$ cat src/rtl/iic_dsmod_pkg.sv
// Shared constants and helpers for the iic_dsmod delta-sigma modulator:
// OSR select encoding and reload values, dither LFSR seed/taps, saturating add.
package iic_dsmod_pkg;

    typedef enum logic [1:0] {
        OSR_SEL_32  = 2'd0,
        OSR_SEL_64  = 2'd1,
        OSR_SEL_128 = 2'd2,
        OSR_SEL_256 = 2'd3
    } osr_sel_e;

    localparam int unsigned OSR_32  = 32;
    localparam int unsigned OSR_64  = 64;
    localparam int unsigned OSR_128 = 128;
    localparam int unsigned OSR_256 = 256;

    localparam logic [15:0] LFSR_SEED = 16'hACE1;
    // Right-shifting Fibonacci form of x^16+x^14+x^13+x^11+1
    localparam logic [15:0] LFSR_TAPS = 16'h002D;

    function automatic logic [7:0] osr_reload(input osr_sel_e sel);
        case (sel)
            OSR_SEL_32:  return 8'(OSR_32 - 1);
            OSR_SEL_64:  return 8'(OSR_64 - 1);
            OSR_SEL_128: return 8'(OSR_128 - 1);
            default:     return 8'(OSR_256 - 1);
        endcase
    endfunction

    // Sum is formed at 64 bits so no operand combination of an iw-bit
    // integrator can wrap before the clamp.
    function automatic logic signed [63:0] sat_add(input logic signed [63:0] a,
                                                   input logic signed [63:0] b,
                                                   input int unsigned        iw);
        logic signed [63:0] sum;
        logic signed [63:0] hi;
        logic signed [63:0] lo;
        sum = a + b;
        hi  = (64'sd1 <<< (iw - 1)) - 64'sd1;
        lo  = -(64'sd1 <<< (iw - 1));
        if (sum > hi)
            return hi;
        else if (sum < lo)
            return lo;
        else
            return sum;
    endfunction

endpackage

$ cat src/rtl/iic_dsmod_sat_int.sv
// Single saturating integrator: q <= sat(q + a + b), with synchronous clear.
module iic_dsmod_sat_int
    import iic_dsmod_pkg::*;
#(
    parameter int unsigned IW = 20
) (
    input  logic                 clk_i,
    input  logic                 rst_n_i,
    input  logic                 clr_i,
    input  logic                 en_i,
    input  logic signed [IW-1:0] a_i,
    input  logic signed [IW-1:0] b_i,
    output logic signed [IW-1:0] next_o,
    output logic signed [IW-1:0] q_o
);

    logic signed [IW-1:0] r_q;
    logic signed [IW-1:0] w_next;

    always_comb begin
        w_next = IW'(sat_add(64'(r_q), 64'(a_i) + 64'(b_i), IW));
    end

    always_ff @(posedge clk_i) begin
        if (!rst_n_i || clr_i)
            r_q <= '0;
        else if (en_i)
            r_q <= w_next;
    end

    assign next_o = w_next;
    assign q_o    = r_q;

endmodule

$ cat src/rtl/iic_dsmod.sv
// 1-bit first/second-order delta-sigma modulator with zero-order-hold sample fetch.
// Optional quantizer dither enabled by defining IIC_DSMOD_DITHER_EN.
module iic_dsmod
    import iic_dsmod_pkg::*;
#(
    parameter int unsigned BW = 16,
    parameter int unsigned IW = BW + 4
) (
    input  logic                 clk_i,
    input  logic                 rst_n_i,
    input  logic signed [BW-1:0] data_i,
    output logic                 data_rd_o,
    output logic                 ds_o,
    output logic                 ds_n_o,
    input  logic                 tst_dsmod_en_i,
    input  logic [1:0]           tst_dsmod_osr_i,
    input  logic                 tst_dsmod_order2_i
);

    localparam logic signed [IW-1:0] FB_MAG = IW'(2 ** (BW - 1));

    logic [7:0]           r_osr_cnt;
    logic signed [BW-1:0] r_x;
    logic                 r_ds_q;

    logic                 w_run;
    logic                 w_rd;
    logic signed [IW-1:0] w_x_ext;
    logic signed [IW-1:0] w_nfb;
    logic signed [IW-1:0] w_int1_q;
    logic signed [IW-1:0] w_int1_next;
    logic signed [IW-1:0] w_int2_next;
    logic signed [IW-1:0] w_int2_q_unused;
    logic signed [IW:0]   w_dith;
    logic signed [IW:0]   w_qin;

    assign w_run   = rst_n_i & tst_dsmod_en_i;
    assign w_rd    = w_run && (r_osr_cnt == '0);
    assign w_x_ext = IW'(r_x);
    assign w_nfb   = r_ds_q ? -FB_MAG : FB_MAG;

    iic_dsmod_sat_int #(.IW(IW)) u_int1 (
        .clk_i   (clk_i),
        .rst_n_i (rst_n_i),
        .clr_i   (~tst_dsmod_en_i),
        .en_i    (tst_dsmod_en_i),
        .a_i     (w_x_ext),
        .b_i     (w_nfb),
        .next_o  (w_int1_next),
        .q_o     (w_int1_q)
    );

    // Second stage integrates the registered first-stage value, not its next value
    iic_dsmod_sat_int #(.IW(IW)) u_int2 (
        .clk_i   (clk_i),
        .rst_n_i (rst_n_i),
        .clr_i   (~tst_dsmod_en_i | ~tst_dsmod_order2_i),
        .en_i    (tst_dsmod_en_i),
        .a_i     (w_int1_q),
        .b_i     (w_nfb),
        .next_o  (w_int2_next),
        .q_o     (w_int2_q_unused)
    );

`ifdef IIC_DSMOD_DITHER_EN
    logic [15:0] r_lfsr;

    always_ff @(posedge clk_i) begin
        if (!w_run)
            r_lfsr <= LFSR_SEED;
        else
            r_lfsr <= {^(r_lfsr & LFSR_TAPS), r_lfsr[15:1]};
    end

    assign w_dith = {{(IW - 2){r_lfsr[2]}}, r_lfsr[2:0]};
`else
    assign w_dith = '0;
`endif

    // One guard bit so dither near full scale cannot flip the sign decision
    always_comb begin
        w_qin = tst_dsmod_order2_i ? (IW + 1)'(w_int2_next) : (IW + 1)'(w_int1_next);
        w_qin = w_qin + w_dith;
    end

    always_ff @(posedge clk_i) begin
        if (!w_run) begin
            r_osr_cnt <= '0;
            r_x       <= '0;
            r_ds_q    <= 1'b0;
        end else begin
            if (w_rd) begin
                r_osr_cnt <= osr_reload(osr_sel_e'(tst_dsmod_osr_i));
                r_x       <= data_i;
            end else begin
                r_osr_cnt <= r_osr_cnt - 8'd1;
            end
            r_ds_q <= ~w_qin[IW];
        end
    end

    assign data_rd_o = w_rd;
    assign ds_o      = r_ds_q;
    assign ds_n_o    = w_run & ~r_ds_q;

endmodule

$ cat config.mk
export PLATFORM = sky130hd
export DESIGN_NAME = iic_dsmod
export DESIGN_NICKNAME = d
export VERILOG_FILES = /design/src/rtl/iic_dsmod_pkg.sv /design/src/rtl/iic_dsmod_sat_int.sv /design/src/rtl/iic_dsmod.sv
export SDC_FILE = /design/constraint.sdc
export NUM_CORES = 1
export LEC_CHECK = 0
export ABC_AREA = 1
export ABC_CLOCK_PERIOD_IN_PS = 2600
export BUFFER_PORTS_ARGS = -buffer_cell sky130_fd_sc_hd__buf_2
export CORE_AREA = 2 2 115 89
export CTS_CLUSTER_SIZE = 10
export DETAILED_ROUTE_END_ITERATION = 8
export DIE_AREA = 0 0 117 91
export GPL_ROUTABILITY_DRIVEN = 0
export PLACE_DENSITY = 0.85
export SETUP_SLACK_MARGIN = 0.1
export SYNTH_ARGS = -nofsm -noshare
export SYNTH_HDL_FRONTEND = slang
export SYNTH_SLANG_ARGS = --single-unit
$ cat constraint.sdc
create_clock -name clk_i -period 2.6 [get_ports clk_i]
set_input_delay 0.26 -clock clk_i [delete_from_list [all_inputs] [get_ports clk_i]]
set_output_delay 0.26 -clock clk_i [all_outputs]
set_load 0.01 [all_outputs]
==> metrics.md, run 1 <==
| Metric | Value |
|---|---|
| Status | complete, but fails checks |
| Failing checks | setup timing |
| Core box area | 0.00950 mm^2 |
| Crit-path leading delay family | adder cells |
| Slew Limit Headroom | 45.1% |
| Final wirelength | 17,700 um |
| H-tree lvl count | 3 |
| Critical path type | reg -> reg |
| Power density cells | 717 mW/mm^2 |
| Post-route ant nets | 0 |
| Num ports | 25 |
| Ys flop type | dfxtp_1 |
| Drt wl/cell | 18.7 um |
| CTS tree | built |
| Commonest cells post-synth | nand2_1 (211), ha_1 (73), inv_1 (71), dfxtp_1 (65), nand3_1 (65) |
| DP Wirelength | 10,600 um |
| Fraction of registers with async set/reset | 0% |
| Synth Cell Area | 0.00528 mm^2 |
| Slowest stage delay, CP | 0.52 ns |
| Initial antenna violation count | 0 |
| Layout area overhead | 32.1% |
| Total Routing Usage GR | 30.8% |
| Ant diodes | 0 |
| Fmax | 357 MHz |
| Skew-Pair Late Insertion Delay | 0.34 ns |
| Sequential cell area | 0.00131 mm^2 |
| Worst-path clk slew | 0.06 ns |
| Syn Area/Cell | 7.15 um^2 |
| Leak | 3.62 nW |
| Period utilization | 108% |
| CP max-delay cell | fa_1 |
| Worst Hold Class | in -> reg |
| Crit. End Element | flip-flop |
| Residual DRC count | 0 |
| Slew Limit Fails | 0 |
| RSZ-0062 raised after global routing | yes |
| Share of the synthesized area in the top cell type | 24.6% |
| GRT overflow | 0 |
| Worst-Margin Slew | 0.822 ns |
| Peak supply drop | 457 uV |
| Clock sinks | 65 |
| First-pass GRT wire length | 25,500 um |
| Finished Cell Area | 0.00697 mm^2 |
| Vias in the first global route | 5,300 |
| Count leader, synth | nand2_1 |
| CTS Buf Count | 9 |
| Period minus WS final | 2.80 ns |
| Synth cell types | 43 |
| Critical Path AT | 2.99 ns |
| Sequential fraction of the synthesis area | 24.6% |
| Die area | 0.0106 mm^2 |
| Via density | 5.92 |
| Non-Filler Instances | 945 |
| Final Worst Setup Slack | -0.202 ns |
| Die height | 91 um |
| Number of buffers added on ports | 24 |
| Multi-input gate area | 0.00439 mm^2 |
| Overall power | 0.00500 W |
| Setup-failing EPs final | 40 |
| Synth Net Count | 844 |
| Placed cells | 915 |
| Clock Skew | 0.00632 ns |
| Setup TNS | -4.75 ns |
| Max-cap violations | 0 |
| Largest area contributor in the netlist | dfxtp_1 |
| DP Area | 0.00578 mm^2 |
| CP Buf/Inv Count | 3 |
| Die width | 117 um |
| Detailed Route Iter0 Violations | 530 |
| Via count | 5,597 |
| Largest net degree at the start of global routing | 38 |
| Yosys warnings | 0 |
| Post-synthesis register bit count | 65 |
| Post-place setup slack | -0.124 ns |
| Final #Nets | 913 |
| EDFF count, synth | 0 |
| Crit path max fanout | 8 |
| Share of layout cells above drive strength 1 | 29.5% |
| Synth top area cells | dfxtp_1 (25%), ha_1 (17%), nand2_1 (15%) |
| Critical-path cell list | buf_6, fa_1, ha_4, nand2_4, nor3_4, nand3_2, nand3_2, nand2_2, nand2_4, inv_4, a21oi_4, clkbuf_16, a21oi_1 |
| Cts hold-fix bufs | 0 |
| Root Buffer | clkbuf_16 |
| Final Hold Vio Count | 0 |
| CP required | 2.79 ns |
| Filler Cell Count | 659 |
| Drt first pass iters | 8 |
| Clk buf depth | 2 |
| Post-Syn Instances | 739 |
| Effective utilization at floorplan | 55.6% |
| Worst setup SP type | flip-flop |
| Cell row count | 31 |
==> flip-flops by register name, indices dropped and copies added, names as in the netlist <==
register	count
ds_o	1
r_x	16
u_int2.q_o	20
u_int1.q_o	20
r_osr_cnt	8
==> power breakdown <==
group / total [W] / leakage [nW] / internal [W] / switching [W]
clock network: 0.00124 / 0.141 / 0.000768 / 0.000468
logic: 0.00255 / 2.95 / 0.00102 / 0.00153
registers: 0.00121 / 0.533 / 0.00111 / 0.0000951
total: 0.00500 / 3.62 / 0.00290 / 0.00209
==> timing repair <==
action | in CTS | in global routing
gates resized for setup | 94 | 77
pin swaps | 39 | 46
gates cloned | 3 | 1
setup endpoints to repair | 40 | 41
setup buffers | 9 | 2
==> per-layer routing <==
layer,part of all wire [%],up-vias,track usage [%]
met2,46,339,48.9
met1,40,2567,38.9
met5,0,-,0
met3,9.1,105,8.14
li1,-,2586,-
met4,5.3,0,14.0
==> worst paths after layout <==
path | from | end | slack (ns) | cells after the start
setup / recovery | ds_o | u_int2.q_o[16] | -0.20 | 13
hold / removal | data_i[0] | r_x[0] | 0.1 | 3
setup reg to reg | ds_o | u_int2.q_o[16] | -0.20 | 13
hold reg to reg | r_osr_cnt[0] | r_osr_cnt[0] | 0.43 | 1
==> cells by family after synthesis <==
family	after synthesis	share of synthesized area (%)
AO/OA/AOI/OAI	93	10.0
XOR/XNOR	31	5.14
adder cells (fa/ha/maj)	83	21.1
buffers and inverters	88	7.01
flip-flops	65	24.6
AND/OR/NAND/NOR	379	32.1
==> placed cells by master, fill, tap and decap left out, types with 9 or more instances in the layout <==
| master | count |
|---|---|
| a21oi_1 | 44 |
| dfxtp_1 | 61 |
| nor2_1 | 39 |
| nand2_4 | 11 |
| buf_2 | 24 |
| inv_1 | 66 |
| nand3_1 | 42 |
| clkbuf_16 | 10 |
| ha_1 | 61 |
| nand2_1 | 176 |
| buf_4 | 37 |
| xnor2_1 | 11 |
| xor2_1 | 18 |
| nand3_2 | 19 |
| nor2_2 | 9 |
| a21oi_2 | 12 |
| nand4_1 | 12 |
| ha_4 | 11 |
| nand2_2 | 35 |
==> area by class of cell <==
class                      count  share of cell area, %
multi-input combinational    589                   62.9
sequential                    65                   18.8
timing repair buffer          70                   7.48
inverter                      73                   4.04
clock buffer                  10                   3.43
tap                          132                   2.37
clock inverter                 6                  0.951
==> tightest hold or removal path: cells and delay by family <==
kind / cells / cell delay, ns
simple gates: 2 / 0.08
buf+inv: 1 / 0.07
==> per-stage QoR <==
step	util (%)	hold slack (ns)
floorplan	-	0.363
global placement	60.8	0.422
detailed placement	60.8	0.427
CTS	69.5	0.101
global route	73.4	0.109
finish	73.4	0.0984
Note: power is estimated with default switching activity, not from simulation.
==> run 2: changes to the inputs <==
--- a/config.mk
+++ b/config.mk
@@ -8,10 +8,12 @@
 export ABC_AREA = 1
 export ABC_CLOCK_PERIOD_IN_PS = 2600
 export BUFFER_PORTS_ARGS = -buffer_cell sky130_fd_sc_hd__buf_2
-export CORE_AREA = 2 2 115 89
+export CELL_PAD_IN_SITES_DETAIL_PLACEMENT = 1
+export CELL_PAD_IN_SITES_GLOBAL_PLACEMENT = 2
+export CORE_AREA = 2 2 150 115
 export CTS_CLUSTER_SIZE = 10
 export DETAILED_ROUTE_END_ITERATION = 8
-export DIE_AREA = 0 0 117 91
+export DIE_AREA = 0 0 152 117
 export GPL_ROUTABILITY_DRIVEN = 0
 export PLACE_DENSITY = 0.85
 export SETUP_SLACK_MARGIN = 0.1
==> run 2 against run 1 <==
  * The flow still finishes with violations (setup timing)
  * Global-route usage fell by 9.9 points
  * Cell area rose by 5.4%
  * Combinational power increased by 7%
  * Sequential power about the same
  * Cell count up 14%
  * Non-clock buffer count increased by 47
  * Sequential share of layout area shrank 0.96 points
  * Critical path depth grew 1
  * Via count is 4.9% lower
  * Largest cell class unchanged
==> metrics.md, run 2 (same netlist as run 1, synthesis figures left out) <==
| Metric | Value |
|---|---|
| RSZ-0062 raised after global routing | yes |
| Cts hold-fix bufs | 0 (unchanged) |
| R2R setup slack | -0.15 ns (+0.05 ns) |
| Period utilization | 106% (-1.9 points) |
| Critical path type | reg -> reg |
| Peak supply drop | 324 uV (-29%) |
| Via density | 4.96 (-16%) |
| Period minus WS final | 2.75 ns (-0.0499 ns) |
| Hold Path Stages | 3 (unchanged) |
| H-tree lvl count | 3 (unchanged) |
| Leak | 3.83 nW (+5.8%) |
| Worst Hold Class | in -> reg |
| Number of buffers added on ports | 24 (unchanged) |
| Commonest non-fill, non-tap cell in the layout | nand2_1 |
| Critical Path AT | 2.96 ns (-0.03 ns) |
| Final Hold Vio Count | 0 (unchanged) |
| Worst reg2reg path depth | 14 (+1) |
| First-pass GRT wire length | 29,000 um (+14%) |
| Detailed Route Iter0 Violations | 273 (-48%) |
| CP required | 2.81 ns (+0.02 ns) |
| Clk buf depth | 2 (unchanged) |
| Crit. End Element | flip-flop |
| Power density cells | 708 mW/mm^2 (-1.2%) |
| Layout area overhead | 39.1% |
| Core box area | 0.0165 mm^2 (+73%) |
| Status | complete, but fails checks |
| Overall power | 0.00520 W (+4.1%) |
| Skew-Pair Late Insertion Delay | 0.34 ns (about the same) |
| Die area | 0.0178 mm^2 (+67%) |
| Slew Limit Fails | 0 (unchanged) |
| Final wirelength | 18,400 um (+4.4%) |
| Most frequent cells in the layout | nand2_1 (186), buf_4 (76), inv_1 (67) |
| Largest net degree at the start of global routing | 23 (-39%) |
| Post-place setup slack | -0.248 ns (-0.124 ns) |
| Drt wl/cell | 17.2 um (-8.1%) |
| Sequential cell area | 0.00131 mm^2 (unchanged) |
| Via count | 5,323 (-4.9%) |
| Worst-Margin Slew | 0.590 ns (-0.232 ns) |
| Worst-path clk slew | 0.06 ns (about the same) |
| Worst-case hold slack | 0.110 ns (+0.0119 ns) |
| Clock sinks | 65 (unchanged) |
| Root Buffer | clkbuf_16 |
| Residual DRC count | 0 (unchanged) |
| Worst setup SP type | flip-flop |
| Fmax | 363 MHz (+1.8%) |
| Die height | 117 um (+29%) |
| Crit path max fanout | 7 (-1) |
| Setup-failing EPs final | 39 (-2.5%) |
| Drt first pass iters | 4 (-4) |
| Filler Cell Count | 1,985 (+200%) |
| Post-route ant nets | 0 (unchanged) |
| Total Routing Usage GR | 20.9% (-9.9 points) |
| Share of layout cells above drive strength 1 | 31.9% (+2.4 points) |
| Cell row count | 41 (+32%) |
| Num ports | 25 (unchanged) |
| Final Worst Setup Slack | -0.152 ns (+0.0500 ns) |
| Ant diodes | 0 (unchanged) |
| Multi-input gate area | 0.00427 mm^2 (-2.8%) |
| Initial antenna violation count | 0 (unchanged) |
| Max-cap violations | 0 (unchanged) |
| CTS Buf Count | 9 (unchanged) |
| Effective utilization at floorplan | 32.1% (-24 points) |
| Failing checks | setup timing |
| DP Wirelength | 13,600 um (+27%) |
| CTS tree | built |
| Final #Nets | 958 (+4.9%) |
| Clock Skew | 0.00637 ns (+0.0000498 ns) |
| Slew Limit Headroom | 60.6% (+16 points) |
| GRT overflow | 0 (unchanged) |
| Die width | 152 um (+30%) |
| Vias in the first global route | 5,477 (+3.3%) |
run 2: changes by cell type in the layout (fill, tap and decap cells not counted), moves of 3 or more:
cell,delta
nand2_2,-9
buf_6,+7
buf_4,+39
a21oi_2,+9
a21oi_1,-8
nand2_8,-3
nand3_4,-3
nand2_1,+10
nand3_1,+3
run 2: worst paths after layout:
path                      from             end
setup / recovery          ds_o  u_int2.q_o[15]
hold / removal       data_i[6]          r_x[6]
setup reg to reg          ds_o  u_int2.q_o[15]
hold reg to reg   r_osr_cnt[0]    r_osr_cnt[0]
run 2: metal layers:
layer | routed length (um) | GRT usage [%]
met2 | 8560 | 34.6
met1 | 8870 | 29.0
met4 | 206 | 3.93
met5 | 0 | 0
met3 | 782 | 3.83
run 2: stage by stage:
step | area [um^2] | util, % | TNS [ns] | cells
final | 7350 | 44.6 | -3.92 | 1073
after global routing | 7350 | 44.6 | -8.37 | 1073
after CTS | 7060 | 42.9 | -2.66 | 1068
after detailed placement | 6140 | 37.3 | -7.14 | 1033
after global placement | 6140 | 37.3 | -3.22 | 1033
after floorplan | 5320 | - | 0 | 739
run 2: layout make-up:
cell class | count | area share [%]
clock buffers | 12 | 3.51
clock inverters | 4 | 0.681
inverters | 73 | 3.80
multi-input cells | 587 | 58.1
flip-flops and latches | 65 | 17.8
well taps | 215 | 3.66
repair buffers | 117 | 12.4
run 2: power breakdown:
part / internal, W / switching [W] / total (W)
logic: 0.00120 / 0.00153 / 0.00274
clock network: 0.000799 / 0.000465 / 0.00126
registers: 0.00111 / 0.0000910 / 0.00120
run 2: worst max-delay path, cell delays in order, from the launching register on:
cell	delay, ns
dfxtp_4	0.42
buf_6	0.15
fa_2	0.46
ha_4	0.35
nand2_8	0.08
buf_6	0.12
nor2_1	0.18
a21oi_2	0.10
nand3_2	0.08
nand2_2	0.06
nand2_4	0.13
inv_4	0.05
a21oi_4	0.20
buf_6	0.18
a21oi_1	0.07
run 2: what timing repair did:
action,CTS,global route
gates resized for setup,107,53
endpoints found under the setup margin,40,43
setup buffers,18,3
pin swaps,40,14
gates cloned,1,2
